===== config.mk =====
export PLATFORM = sky130hd
export DESIGN_NAME = pipe_hazard_ctrl_flat
export DESIGN_NICKNAME = d
export VERILOG_FILES = /design/src/rtl/pipe_hazard_ctrl_pkg.sv /design/src/rtl/pipe_hazard_ctrl_if.sv /design/src/rtl/stall_wdog.sv /design/src/rtl/pipe_hazard_ctrl.sv /design/src/flat_wrapper.sv
export SDC_FILE = /design/constraint.sdc
export NUM_CORES = 1
export LEC_CHECK = 0
export CORE_MARGIN = 2
export CORE_UTILIZATION = 32
export DETAILED_ROUTE_END_ITERATION = 16
export PLACE_DENSITY_LB_ADDON = 0.2
export SYNTH_ARGS = -nofsm -noshare
export SYNTH_HDL_FRONTEND = slang
export SYNTH_SLANG_ARGS = --single-unit

===== constraint.sdc =====
create_clock -name clk -period 3.3 [get_ports clk]
set_clock_uncertainty 0.2 [all_clocks]
set_input_delay 0.66 -clock clk [delete_from_list [all_inputs] [get_ports clk]]
set_output_delay 0.66 -clock clk [all_outputs]
set_load 0.03 [all_outputs]

===== src/rtl/pipe_hazard_ctrl_pkg.sv =====
// Shared pipeline constants for the hazard controller: FSM state encoding,
// default memory-wait limit and the pipeline-register control bundle.
package pipe_hazard_ctrl_pkg;

    typedef enum logic [1:0] {
        ST_RUN   = 2'd0,
        ST_IWAIT = 2'd1,
        ST_DWAIT = 2'd2
    } state_e;

    localparam int unsigned MAX_WAIT_DEF = 255;

    typedef struct packed {
        logic pc_write;
        logic if_id_write;
        logic id_ex_write;
        logic ex_mem_write;
        logic if_id_flush;
        logic id_ex_flush;
    } ctrl_t;

    localparam ctrl_t CTRL_FREEZE = 6'b000000;
    localparam ctrl_t CTRL_BRANCH = 6'b111111;
    localparam ctrl_t CTRL_LDUSE  = 6'b001101;
    localparam ctrl_t CTRL_ISTALL = 6'b001100;
    localparam ctrl_t CTRL_RUN    = 6'b111100;

    function automatic logic is_wait(state_e s);
        return s != ST_RUN;
    endfunction

endpackage


===== src/rtl/pipe_hazard_ctrl_if.sv =====
// Hazard-controller bundle: pipeline/memory status in, register enables out.
// master = pipeline side driving status, slave = hazard controller.
interface pipe_hazard_ctrl_if;
    import pipe_hazard_ctrl_pkg::*;

    logic [4:0]  id_rs1;
    logic [4:0]  id_rs2;
    logic        id_use_rs1;
    logic        id_use_rs2;
    logic [4:0]  ex_rd;
    logic        ex_mem_read;
    logic        ex_branch_taken;
    logic        imem_req;
    logic        imem_ready;
    logic        dmem_req;
    logic        dmem_ready;

    logic        pc_write;
    logic        if_id_write;
    logic        id_ex_write;
    logic        ex_mem_write;
    logic        if_id_flush;
    logic        id_ex_flush;
    logic        istall;
    logic        dstall;
    logic        wait_err;
    logic [15:0] stall_cycles;
    state_e      state;
    logic [7:0]  wait_cnt;

    modport master (
        output id_rs1, id_rs2, id_use_rs1, id_use_rs2, ex_rd,
        output ex_mem_read, ex_branch_taken,
        output imem_req, imem_ready, dmem_req, dmem_ready,
        input  pc_write, if_id_write, id_ex_write, ex_mem_write,
        input  if_id_flush, id_ex_flush, istall, dstall,
        input  wait_err, stall_cycles, state, wait_cnt
    );

    modport slave (
        input  id_rs1, id_rs2, id_use_rs1, id_use_rs2, ex_rd,
        input  ex_mem_read, ex_branch_taken,
        input  imem_req, imem_ready, dmem_req, dmem_ready,
        output pc_write, if_id_write, id_ex_write, ex_mem_write,
        output if_id_flush, id_ex_flush, istall, dstall,
        output wait_err, stall_cycles, state, wait_cnt
    );

endinterface


===== src/rtl/stall_wdog.sv =====
// Memory-wait watchdog: counts cycles spent in a wait state, sets sticky err.
// Ports: clk, rst, state/state_nx (current/next FSM state), cnt, wait_err.
module stall_wdog
    import pipe_hazard_ctrl_pkg::*;
#(
    parameter int unsigned MAX_WAIT = MAX_WAIT_DEF
) (
    input  logic       clk,
    input  logic       rst,
    input  state_e     state,
    input  state_e     state_nx,
    output logic [7:0] cnt,
    output logic       wait_err
);

    localparam logic [7:0] LIMIT = 8'(MAX_WAIT);

    logic [7:0] cnt_nx;
    logic       err_nx;

    // Any state change restarts the count, so DWAIT->IWAIT starts fresh.
    always_comb begin
        cnt_nx = cnt;
        if (state_nx != state) begin
            cnt_nx = '0;
        end else if (is_wait(state) && cnt != LIMIT) begin
            cnt_nx = cnt + 8'd1;
        end
        err_nx = wait_err | (cnt_nx == LIMIT);
    end

    always_ff @(posedge clk or posedge rst) begin
        if (rst) begin
            cnt      <= '0;
            wait_err <= 1'b0;
        end else begin
            cnt      <= cnt_nx;
            wait_err <= err_nx;
        end
    end

endmodule


===== src/rtl/pipe_hazard_ctrl.sv =====
// Pipeline hazard controller: load-use, branch, I/D memory stall decisions.
// Ports: clk, rst, bus (slave side of pipe_hazard_ctrl_if).
module pipe_hazard_ctrl
    import pipe_hazard_ctrl_pkg::*;
#(
    parameter int unsigned MAX_WAIT = MAX_WAIT_DEF
) (
    input logic               clk,
    input logic               rst,
    pipe_hazard_ctrl_if.slave bus
);

    state_e      state;
    state_e      state_nx;
    logic        dstall;
    logic        imem_wait;
    logic        istall;
    logic        load_use;
    logic        sel_frz;
    logic        sel_br;
    logic        sel_lu;
    logic        sel_is;
    logic        redirect_pending;
    logic        redirect_done;
    logic        lu_hold;
    logic [15:0] stall_cycles;
    logic [7:0]  wait_cnt;
    logic        wait_err;
    ctrl_t       ctrl;

    always_comb begin
        dstall    = bus.dmem_req & ~bus.dmem_ready;
        imem_wait = bus.imem_req & ~bus.imem_ready;
        istall    = imem_wait & ~dstall;
        load_use  = bus.ex_mem_read & (bus.ex_rd != 5'd0)
                  & ((bus.id_use_rs1 & (bus.id_rs1 == bus.ex_rd))
                  |  (bus.id_use_rs2 & (bus.id_rs2 == bus.ex_rd)));
        // Mutually exclusive selects encode the priority order.
        sel_frz = rst | dstall;
        sel_br  = ~sel_frz & bus.ex_branch_taken;
        // lu_hold keeps a load-use bubble to a single cycle.
        sel_lu  = ~sel_frz & ~bus.ex_branch_taken & load_use & ~lu_hold;
        sel_is  = ~sel_frz & ~bus.ex_branch_taken & ~sel_lu & istall;
        redirect_done = redirect_pending & bus.imem_ready & ~dstall;
    end

    always_comb begin
        ctrl = CTRL_RUN;
        unique case (1'b1)
            sel_frz: ctrl = CTRL_FREEZE;
            sel_br:  ctrl = CTRL_BRANCH;
            sel_lu:  ctrl = CTRL_LDUSE;
            sel_is:  ctrl = CTRL_ISTALL;
            default: ctrl = CTRL_RUN;
        endcase
        // Late fetch data belongs to the wrong path after a redirect.
        if (redirect_done && !rst) begin
            ctrl.if_id_flush = 1'b1;
        end
    end

    always_comb begin
        state_nx = state;
        unique case (state)
            ST_RUN: begin
                if (dstall)      state_nx = ST_DWAIT;
                else if (istall) state_nx = ST_IWAIT;
            end
            ST_IWAIT: begin
                if (dstall)              state_nx = ST_DWAIT;
                else if (bus.imem_ready) state_nx = ST_RUN;
            end
            ST_DWAIT: begin
                if (bus.dmem_ready) begin
                    state_nx = imem_wait ? ST_IWAIT : ST_RUN;
                end
            end
            default: state_nx = ST_RUN;
        endcase
    end

    always_ff @(posedge clk or posedge rst) begin
        if (rst) begin
            state            <= ST_RUN;
            redirect_pending <= 1'b0;
            lu_hold          <= 1'b0;
            stall_cycles     <= '0;
        end else begin
            state   <= state_nx;
            lu_hold <= sel_lu | (dstall & lu_hold);
            if (sel_br && imem_wait) begin
                redirect_pending <= 1'b1;
            end else if (redirect_done) begin
                redirect_pending <= 1'b0;
            end
            if (!ctrl.pc_write && stall_cycles != 16'hFFFF) begin
                stall_cycles <= stall_cycles + 16'd1;
            end
        end
    end

    stall_wdog #(
        .MAX_WAIT (MAX_WAIT)
    ) u_wdog (
        .clk      (clk),
        .rst      (rst),
        .state    (state),
        .state_nx (state_nx),
        .cnt      (wait_cnt),
        .wait_err (wait_err)
    );

    assign bus.pc_write     = ctrl.pc_write;
    assign bus.if_id_write  = ctrl.if_id_write;
    assign bus.id_ex_write  = ctrl.id_ex_write;
    assign bus.ex_mem_write = ctrl.ex_mem_write;
    assign bus.if_id_flush  = ctrl.if_id_flush;
    assign bus.id_ex_flush  = ctrl.id_ex_flush;
    assign bus.istall       = istall;
    assign bus.dstall       = dstall;
    assign bus.wait_err     = wait_err;
    assign bus.stall_cycles = stall_cycles;
    assign bus.state        = state;
    assign bus.wait_cnt     = wait_cnt;

endmodule

===== src/flat_wrapper.sv =====
// flat-port wrapper written by rule: the top's interface ports become plain ports
module pipe_hazard_ctrl_flat import pipe_hazard_ctrl_pkg::*;
#(
    parameter int unsigned MAX_WAIT = MAX_WAIT_DEF
)
  (clk, rst, bus_id_rs1, bus_id_rs2, bus_id_use_rs1, bus_id_use_rs2, bus_ex_rd, bus_ex_mem_read, bus_ex_branch_taken, bus_imem_req, bus_imem_ready, bus_dmem_req, bus_dmem_ready, bus_pc_write, bus_if_id_write, bus_id_ex_write, bus_ex_mem_write, bus_if_id_flush, bus_id_ex_flush, bus_istall, bus_dstall, bus_wait_err, bus_stall_cycles, bus_state, bus_wait_cnt);
  pipe_hazard_ctrl_if bus_i ();
  input logic clk;
  input logic rst;
  input wire logic [$bits(bus_i.id_rs1)-1:0] bus_id_rs1;
  input wire logic [$bits(bus_i.id_rs2)-1:0] bus_id_rs2;
  input wire logic [$bits(bus_i.id_use_rs1)-1:0] bus_id_use_rs1;
  input wire logic [$bits(bus_i.id_use_rs2)-1:0] bus_id_use_rs2;
  input wire logic [$bits(bus_i.ex_rd)-1:0] bus_ex_rd;
  input wire logic [$bits(bus_i.ex_mem_read)-1:0] bus_ex_mem_read;
  input wire logic [$bits(bus_i.ex_branch_taken)-1:0] bus_ex_branch_taken;
  input wire logic [$bits(bus_i.imem_req)-1:0] bus_imem_req;
  input wire logic [$bits(bus_i.imem_ready)-1:0] bus_imem_ready;
  input wire logic [$bits(bus_i.dmem_req)-1:0] bus_dmem_req;
  input wire logic [$bits(bus_i.dmem_ready)-1:0] bus_dmem_ready;
  output wire logic [$bits(bus_i.pc_write)-1:0] bus_pc_write;
  output wire logic [$bits(bus_i.if_id_write)-1:0] bus_if_id_write;
  output wire logic [$bits(bus_i.id_ex_write)-1:0] bus_id_ex_write;
  output wire logic [$bits(bus_i.ex_mem_write)-1:0] bus_ex_mem_write;
  output wire logic [$bits(bus_i.if_id_flush)-1:0] bus_if_id_flush;
  output wire logic [$bits(bus_i.id_ex_flush)-1:0] bus_id_ex_flush;
  output wire logic [$bits(bus_i.istall)-1:0] bus_istall;
  output wire logic [$bits(bus_i.dstall)-1:0] bus_dstall;
  output wire logic [$bits(bus_i.wait_err)-1:0] bus_wait_err;
  output wire logic [$bits(bus_i.stall_cycles)-1:0] bus_stall_cycles;
  output wire logic [$bits(bus_i.state)-1:0] bus_state;
  output wire logic [$bits(bus_i.wait_cnt)-1:0] bus_wait_cnt;
  assign bus_i.id_rs1 = bus_id_rs1;
  assign bus_i.id_rs2 = bus_id_rs2;
  assign bus_i.id_use_rs1 = bus_id_use_rs1;
  assign bus_i.id_use_rs2 = bus_id_use_rs2;
  assign bus_i.ex_rd = bus_ex_rd;
  assign bus_i.ex_mem_read = bus_ex_mem_read;
  assign bus_i.ex_branch_taken = bus_ex_branch_taken;
  assign bus_i.imem_req = bus_imem_req;
  assign bus_i.imem_ready = bus_imem_ready;
  assign bus_i.dmem_req = bus_dmem_req;
  assign bus_i.dmem_ready = bus_dmem_ready;
  assign bus_pc_write = bus_i.pc_write;
  assign bus_if_id_write = bus_i.if_id_write;
  assign bus_id_ex_write = bus_i.id_ex_write;
  assign bus_ex_mem_write = bus_i.ex_mem_write;
  assign bus_if_id_flush = bus_i.if_id_flush;
  assign bus_id_ex_flush = bus_i.id_ex_flush;
  assign bus_istall = bus_i.istall;
  assign bus_dstall = bus_i.dstall;
  assign bus_wait_err = bus_i.wait_err;
  assign bus_stall_cycles = bus_i.stall_cycles;
  assign bus_state = bus_i.state;
  assign bus_wait_cnt = bus_i.wait_cnt;
  pipe_hazard_ctrl #(.MAX_WAIT(MAX_WAIT)) u_core (.clk(clk), .rst(rst), .bus(bus_i));
endmodule

Word level (Yosys, flattened, before mapping)
Cells that the tools add are included.
{"block": "totals", "regBits": 29, "latchBits": 0, "ram_bits": 0, "romBits": 0, "in_bits": 25, "output_inout_bits": 35, "n_memories": 0}
{"block": "classes", "addsub": 2, "multipliers": 0, "div": 0, "order_cmp": 0, "eq_ne": 8, "shifts": 0, "muxes": 13, "bitwise_logic": 27, "n_reduce_logical": 10}
{"cell": "$pmux 6 s4", "n": 1}
{"cell": "$add 16x1->16 const B", "n": 1}
{"cell": "$and 1x1->1", "n": 16}
{"cell": "$mux 8", "n": 2}
{"cell": "$ne 16x16->1 const B", "n": 1}
{"cell": "$eq 5x5->1", "n": 2}
{"cell": "$mux 2", "n": 5}
{"cell": "$add 8x1->8 const B", "n": 1}
{"cell": "$eq 8x8->1 const B", "n": 1}
{"cell": "$ne 8x8->1 const B", "n": 1}
{"cell": "$not 1->1", "n": 7}
{"cell": "$pmux 2 s3", "n": 1}
{"cell": "$reduce_bool 5->1", "n": 1}
{"cell": "$logic_and 1x1->1", "n": 4}
{"cell": "$mux 1", "n": 4}
{"cell": "$or 1x1->1", "n": 4}
{"cell": "$reduce_bool 2->1", "n": 2}
{"cell": "$eq 2x1->1 const B", "n": 1}
{"cell": "$eq 2x2->1 const B", "n": 1}
{"cell": "$logic_not 1->1", "n": 2}
{"cell": "$logic_not 2->1", "n": 1}
{"cell": "$ne 2x2->1", "n": 1}

Longest topological paths before layout
Gate-level depths: netlist (run 1).
{"block": "depth", "word_depth": 13, "ltp_mapped": 9, "ltp_nobuf": 8}

Modules after synthesis
From an unflattened synthesis (run 1), not the netlist that was laid out.
{"block": "unflattened", "cells_unflattened": 172, "hier_area_um2": 1736.7}
{"module": "pipe_hazard_ctrl", "instances": 1, "cells_each": 122, "area_each_um2": 1191.1, "seq_area_each_um2": 500.5}
{"module": "stall_wdog", "instances": 1, "cells_each": 50, "area_each_um2": 545.5, "seq_area_each_um2": 225.2}

Worst setup path after synthesis (run 1)
No wires, ideal clock.
{"block": "synth_path", "path_type": "input -> output", "from": "input port rst", "to": "output port bus_pc_write", "arrival_ns": 2.388, "setup_slack_ns": 0.052, "cell_stages": 7, "cell_sequence": "inv_1 > nand2_4 > nor4_2 > nand2_1 > a21oi_1 > nor2_1 > buf_4"}
{"block": "synth_between", "elab_chain_len": 9}
{"element": "start: declaration", "line": "flat_wrapper.sv:9", "text": "input logic rst;"}
{"element": "$or 1x1->1 *", "line": "pipe_hazard_ctrl.sv:39", "text": "sel_frz = rst | dstall;"}
{"element": "$not 1->1", "line": "pipe_hazard_ctrl.sv:40, pipe_hazard_ctrl.sv:42, pipe_hazard_ctrl.sv:43"}
{"element": "$and 1x1->1", "line": "pipe_hazard_ctrl.sv:42, pipe_hazard_ctrl.sv:43"}
{"element": "$and 1x1->1 (2 in series)", "line": "pipe_hazard_ctrl.sv:42", "text": "sel_lu = ~sel_frz & ~bus.ex_branch_taken & load_use & ~lu_hold;"}
{"element": "$not 1->1", "line": "pipe_hazard_ctrl.sv:43", "text": "sel_is = ~sel_frz & ~bus.ex_branch_taken & ~sel_lu & istall;"}
{"element": "$and 1x1->1 (2 in series)", "line": "pipe_hazard_ctrl.sv:43"}
{"element": "$pmux 6 s4 *", "line": "pipe_hazard_ctrl.sv:49", "text": "unique case (1'b1)"}
{"element": "end: declaration", "line": "flat_wrapper.sv:21", "text": "output wire logic [$bits(bus_i.pc_write)-1:0] bus_pc_write;"}
Every way passes the cells marked *; elsewhere a longest branch is shown, timed or not.

Final worst setup path (run 1)
{"block": "layout_path", "from": "input port bus_ex_rd[3]", "to": "output port bus_pc_write"}
{"block": "layout_between", "elab_chain_len": 10}
{"element": "start: declaration", "line": "flat_wrapper.sv:14", "text": "input wire logic [$bits(bus_i.ex_rd)-1:0] bus_ex_rd;"}
{"element": "$eq 5x5->1 (on tied branches)", "line": "pipe_hazard_ctrl.sv:36, pipe_hazard_ctrl.sv:37"}
{"element": "$and 1x1->1 (on tied branches)", "line": "pipe_hazard_ctrl.sv:36, pipe_hazard_ctrl.sv:37"}
{"element": "$or 1x1->1", "line": "pipe_hazard_ctrl.sv:37", "text": "| (bus.id_use_rs2 & (bus.id_rs2 == bus.ex_rd)));"}
{"element": "$and 1x1->1 *", "line": "pipe_hazard_ctrl.sv:36", "text": "& ((bus.id_use_rs1 & (bus.id_rs1 == bus.ex_rd))"}
{"element": "$and 1x1->1 * (2 in series)", "line": "pipe_hazard_ctrl.sv:42"}
{"element": "$not 1->1", "line": "pipe_hazard_ctrl.sv:43"}
{"element": "$and 1x1->1 (2 in series)", "line": "pipe_hazard_ctrl.sv:43"}
{"element": "$pmux 6 s4 *", "line": "pipe_hazard_ctrl.sv:49"}
Marked as above.

==> out/qor.yml, run 1 <==
logic_synthesis:
  synth-warning-count: 0
  syn_inst: 172
  syn_area_per_cell_sq_um: 9.72
  yosysUniqueCellTypes: 39
  synthFlopType: "dfrtp_1"
  ys_ff_latch: 29
  synth_edf_count: 0
  async_flop_share_pct: 100
  ys_seq_area_share_pct: 43.4
  synthesis.nets: 199
  netlist_area_sq_um: 1670
cells_and_area:
  nNetsFinal: 264
  layout_commonest_cell: "clkdlybuf4s50_1"
  diodes: 0
  fillers: 525
  areaGrowthSynthToFinish_pct: 47.6
  drive_gt1_share_pct: 14.7
  final_cell_mix: "clkdlybuf4s50_1, dfrtp_1, xnor2_1"
  design_area_sq_um: 2470
clocking:
  cts_max_path_buffers: 2
  h-tree-depth: 2
  cts-root-buf: "clkbuf_8"
  numCtsBuffers: 5
  cts_tree: "done"
  clk_latency_ns: 0.27
  cts_sinks: 29
  path_clk_slew_ns: 0.06
critical_path:
  cp_data_required_time_ns: 2.44
  critPathArrivalTime_ns: 2.34
  critPathKind: "primary input to output pin"
  crit_fanout: 3
  critPathLaunchType: "primary input"
  setup.worst_path.end_class: "output pin"
detailed_routing:
  viasPerCell: 4.59
  antenna_left: 0
  wl_per_cell_microns: 12.7
  vias: 1415
  drtIter0Drc: 88
  drtPass1Iterations: 4
  post-route-drc-count: 0
  totalWireLength_microns: 3920
worst_hold_path:
  hold_path.class: "flop to flop"
floorplan:
  ios: 60
  start_util_pct: 32.9
  core-area_sq_um: 5070
  rows: 26
  dieHeight_microns: 76.3
  die_w_microns: 76.3
  dieArea_sq_um: 5820
sta:
  period_share_pct: 97.1
  worst_pin_slew_ns: 0.366
  slew_headroom_pct: 75.5
  period_minus_slack_ns: 3.20
  fin_tns_setup_ns: 0
  final_hold_viol_count: 0
  fmax_mhz: 312
  finalSetupViolCount: 0
  grt_setup_unrepaired: "false"
  finalMaxSlewViolations: 0
power_and_ir_drop:
  p_sw_share_pct: 33.5
  power.switching_mw: 0.426
  power_frac_comb_pct: 32.9
  power.density_nw_per_um2: 516
  irDropWorstVdd_v: 0.000562
  internal_power_mw: 0.847
  finalPower_mw: 1.27
  p_seq_share_pct: 37.4
  p_clk_share_pct: 29.8
  p_leak_nw: 1.00
grt:
  use_met2_pct: 23.4
  grt_max_degree: 30
  grt_first_pass_wirelength_microns: 6970
  grt.met3_usage_pct: 3.44
  overflow: 0
  first_global_vias: 1446
  grt_usage_pct: 14.4
  antenna_found_initial: 0
  grt_use_met1_pct: 19.6
  grt-busiest-layer: "met2"
place:
  gp_congestion: 0.746
  placed_cell_area_sq_um: 2330
  io_buffers: 59
  hpwl_microns: 2930
outcome:
  outcome: "finished clean"
run:
  drv_cap: 0
-- metal layers --
| layer | up-vias | wire length [microns] |
|---|---|---|
| met5 | - | 0 |
| met4 | 0 | 10 |
| met3 | 2 | 160 |
| met2 | 30 | 1910 |
| met1 | 668 | 1840 |
| li1 | 715 | - |
-- logic make-up (layout without fill, tap and decap cells) --
group	Yosys count	count (layout)	share of synthesized area, %
simple gates	80	80	28.1
xor+xnor	29	29	15.2
flops	29	29	43.4
compound gates	17	17	6.21
buf+inv	12	78	3.67
mux	3	3	1.87
fa+ha+maj	2	2	1.50
-- power by group through the flow --
stage | Clock (mW) | Sequential (mW) | Combinational, mW
2_1_floorplan | 0 | 0.568 | 0.157
3_3_place_gp | 0 | 0.483 | 0.418
3_5_place_dp | 0 | 0.482 | 0.420
4_1_cts | 0.391 | 0.477 | 0.421
5_1_grt | 0.409 | 0.491 | 0.448
6_report | 0.379 | 0.476 | 0.418
-- worst max-delay path, stage by stage --
cell	delay, ns
clkdlybuf4s50_1	0.46
or4_4	0.55
nor2_4	0.12
nor4_4	0.06
nand2_2	0.10
a21oi_1	0.07
nor2_1	0.14
buf_4	0.18
-- metrics by stage --
| step | util [%] | setup slack, ns | instances | hold WS, ns |
|---|---|---|---|---|
| finish | 48.6 | 0.0962 | 308 | 0.272 |
| global route | 48.6 | 0.0184 | 308 | 0.311 |
| detailed placement | 45.8 | 0.0898 | 300 | 0.263 |
| CTS | 48.1 | 0.0875 | 308 | 0.277 |
| floorplan | - | 0.0524 | 172 | 0.238 |
| global placement | 45.8 | 0.130 | 300 | 0.262 |
-- registers in the layout, summed over array words and instances (netlist names) --
signal	cells
u_core.u_wdog.cnt	8
u_core.lu_hold	1
u_core.u_wdog.wait_err	1
u_core.redirect_pending	1
u_core.bus.stall_cycles	16
u_core.bus.state	2
-- final timing paths --
kind                       depth (start not counted)                  startpoint                           to  slack, ns
min in group asynchronous                          3                         rst      u_core.redirect_pending       0.67
hold / removal                                     1      u_core.u_wdog.wait_err       u_core.u_wdog.wait_err       0.27
setup reg to reg                                   7  u_core.bus.stall_cycles[0]   u_core.bus.stall_cycles[1]       1.15
hold reg to reg                                    1      u_core.u_wdog.wait_err       u_core.u_wdog.wait_err       0.27
setup / recovery                                   8                bus_ex_rd[3]                 bus_pc_write        0.1
max in group asynchronous                          3                         rst  u_core.bus.stall_cycles[12]       1.96
-- cells in the mapped netlist, types with 2 or more instances --
| library cell | count | area [sq um] |
|---|---|---|
| a21oi_1 | 4 | 20.0 |
| a31oi_1 | 2 | 12.5 |
| and3_1 | 3 | 18.8 |
| and4_1 | 2 | 17.5 |
| buf_4 | 2 | 15.0 |
| dfrtp_1 | 29 | 726 |
| ha_1 | 2 | 25.0 |
| inv_1 | 8 | 30.0 |
| mux2i_1 | 2 | 20.0 |
| nand2_1 | 17 | 63.8 |
| nand2_2 | 3 | 18.8 |
| nand2_4 | 2 | 22.5 |
| nand2b_1 | 3 | 18.8 |
| nand3_1 | 7 | 35.0 |
| nand3_2 | 6 | 60.1 |
| nand4_1 | 9 | 56.3 |
| nor2_1 | 16 | 60.1 |
| nor3_1 | 3 | 15.0 |
| o21ai_0 | 4 | 20.0 |
| o22ai_1 | 2 | 12.5 |
| xnor2_1 | 26 | 228 |
| xor2_1 | 3 | 26.3 |
-- repair_timing --
action | in CTS | in global routing
setup endpoints to repair | 0 | 2
buffers inserted | 0 | 0
hold buffers | 0 | 0
resized for setup | 0 | 5
-- area by class of cell --
type	instances	area [sq um]	area share (%)
clock buffers	7	86.3	3.50
clock inverters	1	30.0	1.22
inverters	8	30.0	1.22
multi-input cells	131	907	36.8
flip-flops and latches	29	726	29.4
well taps	70	87.6	3.55
repair buffers	62	601	24.3
Note: power is estimated with default switching activity, not from simulation.
==> inputs of run 2 (changes only) <==
--- a/config.mk
+++ b/config.mk
@@ -5,7 +5,7 @@
 export SDC_FILE = /design/constraint.sdc
 export NUM_CORES = 1
 export LEC_CHECK = 0
-export CORE_MARGIN = 2
+export CORE_MARGIN = 1.5
 export CORE_UTILIZATION = 32
 export DETAILED_ROUTE_END_ITERATION = 16
 export PLACE_DENSITY_LB_ADDON = 0.2
==> run 2 against run 1 <==
  * Clock power is 15% lower
  * Combinational power is essentially flat
  * Core utilization down 0.79 points
  * Global-route usage rose by 0.48 points
  * Final area down 1.6%
  * Final cell count is the same
  * Sequential share of layout area up 0.49 points
  * Flip-flop and latch count is the same
  * Via count up 1.8%
==> out/qor.yml, run 2 (synthesis gave the netlist of run 1 again) <==
outcome:
  outcome: "finished clean"
clocking:
  clk_latency_ns: 0.28  # about the same
  cts-resized-gates: 0  # unchanged
  numCtsBuffers: 5  # unchanged
  cts_tree: "done"
  path_clk_slew_ns: 0.06  # about the same
  cts_max_path_buffers: 2  # unchanged
  h-tree-depth: 2  # unchanged
  cts_sinks: 29  # unchanged
  cts-root-buf: "clkbuf_8"
  cts_setup_buffers: 0  # unchanged
  hold_buffers: 0  # unchanged
cells_and_area:
  areaGrowthSynthToFinish_pct: 45.2
  layout_commonest_cell: "clkdlybuf4s50_1"
  multi_input_area_sq_um: 885  # -2.5%
  top_regs: "u_core.bus.stall_cycles (16), u_core.u_wdog.cnt (8), u_core.bus.state (2)"
  fin_util_pct: 47.8  # -0.79 points
  drive_gt1_share_pct: 14.3  # -0.42 points
  final_cell_mix: "clkdlybuf4s50_1, dfrtp_1, xnor2_1"
  register_area_sq_um: 726  # unchanged
  nNetsFinal: 264  # unchanged
  largest_reg_flops: 16  # unchanged
  top_register: "u_core.bus.stall_cycles"
  fillers: 518  # -1.3%
  diodes: 0  # unchanged
detailed_routing:
  totalWireLength_microns: 3780  # -3.7%
  post-route-drc-count: 0  # unchanged
  vias: 1441  # +1.8%
  antenna_left: 0  # unchanged
  drtIter0Drc: 60  # -32%
  drtPass1Iterations: 4  # unchanged
  wl_per_cell_microns: 12.3  # -3.7%
  viasPerCell: 4.68  # +1.8%
sta:
  slew_headroom_pct: 72.4  # -3.1 points
  fin_tns_setup_ns: 0  # unchanged
  final_hold_viol_count: 0  # unchanged
  grt_setup_unrepaired: "false"
  finalSetupViolCount: 0  # unchanged
  period_share_pct: 96.0  # -1.0 points
  finalMaxSlewViolations: 0  # unchanged
  fmax_mhz: 315  # +1.1%
  worst_pin_slew_ns: 0.411  # +0.0459 ns
  period_minus_slack_ns: 3.17  # -0.0342 ns
floorplan:
  die_w_microns: 75.3  # -1.3%
  core-area_sq_um: 5070  # unchanged
  ios: 60  # unchanged
  rows: 26  # unchanged
  start_util_pct: 32.9  # unchanged
  dieHeight_microns: 75.3  # -1.3%
  dieArea_sq_um: 5670  # -2.6%
grt:
  grt-busiest-layer: "met2"
  grt_usage_pct: 14.9  # +0.48 points
  grt_max_degree: 30  # unchanged
  use_met2_pct: 24.1  # +0.73 points
  grt_use_met1_pct: 18.6  # -0.95 points
  first_global_vias: 1388  # -4.0%
  overflow: 0  # unchanged
  antenna_found_initial: 0  # unchanged
  grt.met3_usage_pct: 3.61  # +0.18 points
  grt_first_pass_wirelength_microns: 6290  # -9.7%
power_and_ir_drop:
  p_seq_share_pct: 39.4  # +2.0 points
  power.switching_mw: 0.429  # +0.62%
  internal_power_mw: 0.788  # -6.9%
  p_leak_nw: 0.986  # -1.6%
  power_frac_comb_pct: 34.1  # +1.2 points
  p_sw_share_pct: 35.3  # +1.8 points
  finalPower_mw: 1.22  # -4.4%
  power.density_nw_per_um2: 501  # -2.8%
  p_clk_share_pct: 26.5  # -3.3 points
  irDropWorstVdd_v: 0.000398  # -29%
place:
  io_buffers: 59  # unchanged
  gp_congestion: 0.787  # +5.5%
  hpwl_microns: 2880  # -1.8%
critical_path:
  critPathArrivalTime_ns: 2.31  # -0.03 ns
  crit_fanout: 3  # unchanged
  cp_data_required_time_ns: 2.44  # about the same
  critPathLaunchType: "primary input"
  critPathKind: "primary input to output pin"
  crit_slowest_cell: "or4_4"
  critPathMaxStageDelay_ns: 0.53  # -0.02 ns
  setup.worst_path.end_class: "output pin"
  crit_chain: "clkdlybuf4s50_1 > or4_4 > nor2_2 > nor4_2 > nand2_1 > a21oi_1 > nor2_1 > buf_4"
worst_hold_path:
  hold_path.class: "flop to flop"
run:
  drv_cap: 0  # unchanged
[run 2: critical path, delay by kind of cell]
| kind | cells | cell delay (ns) |
|---|---|---|
| AO/OA/AOI/OAI | 1 | 0.07 |
| buffers and inverters | 2 | 0.65 |
| AND/OR/NAND/NOR | 5 | 0.93 |
[run 2: cell type report]
class,instances,share of cell area [%]
clock buffers,7,3.97
clock inverters,1,0.206
inverters,8,1.24
multi-input cells,131,36.4
flip-flops and latches,29,29.9
well taps,70,3.61
repair buffers,62,24.6
[run 2: per-stage QoR]
step                area (sq um)  hold slack [ns]  instances  setup slack, ns
detailed placement          2330            0.257        300            0.124
finish                      2430            0.271        308            0.130
floorplan                   1670            0.238        172           0.0524
global route                2430            0.313        308          0.00406
global placement            2330            0.263        300            0.136
CTS                         2430            0.276        308            0.122
[run 2: metal layers]
layer / routed length [microns] / vias to the layer above
met3: 183 / 11
met2: 1770 / 36
met4: 99 / 0
met1: 1730 / 677
li1: - / 717
met5: 0 / -
[run 2: final timing paths]
kind | slack [ns] | startpoint | cells after the start | to
setup / recovery | 0.13 | bus_ex_rd[3] | 8 | bus_if_id_write
hold / removal | 0.27 | u_core.u_wdog.wait_err | 1 | u_core.u_wdog.wait_err
setup reg to reg | 1.16 | u_core.bus.stall_cycles[0] | 7 | u_core.bus.stall_cycles[1]
hold reg to reg | 0.27 | u_core.u_wdog.wait_err | 1 | u_core.u_wdog.wait_err
max in group asynchronous | 1.98 | rst | 3 | u_core.bus.stall_cycles[12]
min in group asynchronous | 0.65 | rst | 3 | u_core.u_wdog.cnt[2]
[run 2: power groups by stage]
| stage | Clock [mW] | Combinational (mW) | Sequential [mW] |
|---|---|---|---|
| 6_report | 0.323 | 0.415 | 0.479 |
| 5_1_grt | 0.352 | 0.451 | 0.491 |
| 4_1_cts | 0.333 | 0.421 | 0.480 |
| 3_5_place_dp | 0 | 0.419 | 0.485 |
| 3_3_place_gp | 0 | 0.417 | 0.483 |
| 2_1_floorplan | 0 | 0.157 | 0.568 |
==> inputs of run 3 (changes only) <==
--- a/config.mk
+++ b/config.mk
@@ -5,7 +5,7 @@
 export SDC_FILE = /design/constraint.sdc
 export NUM_CORES = 1
 export LEC_CHECK = 0
-export CORE_MARGIN = 1.5
+export CORE_MARGIN = 2
 export CORE_UTILIZATION = 32
 export DETAILED_ROUTE_END_ITERATION = 16
 export PLACE_DENSITY_LB_ADDON = 0.2
==> results of run 3 <==
The final DEF is identical to that of run 1; final timing and power are the same.
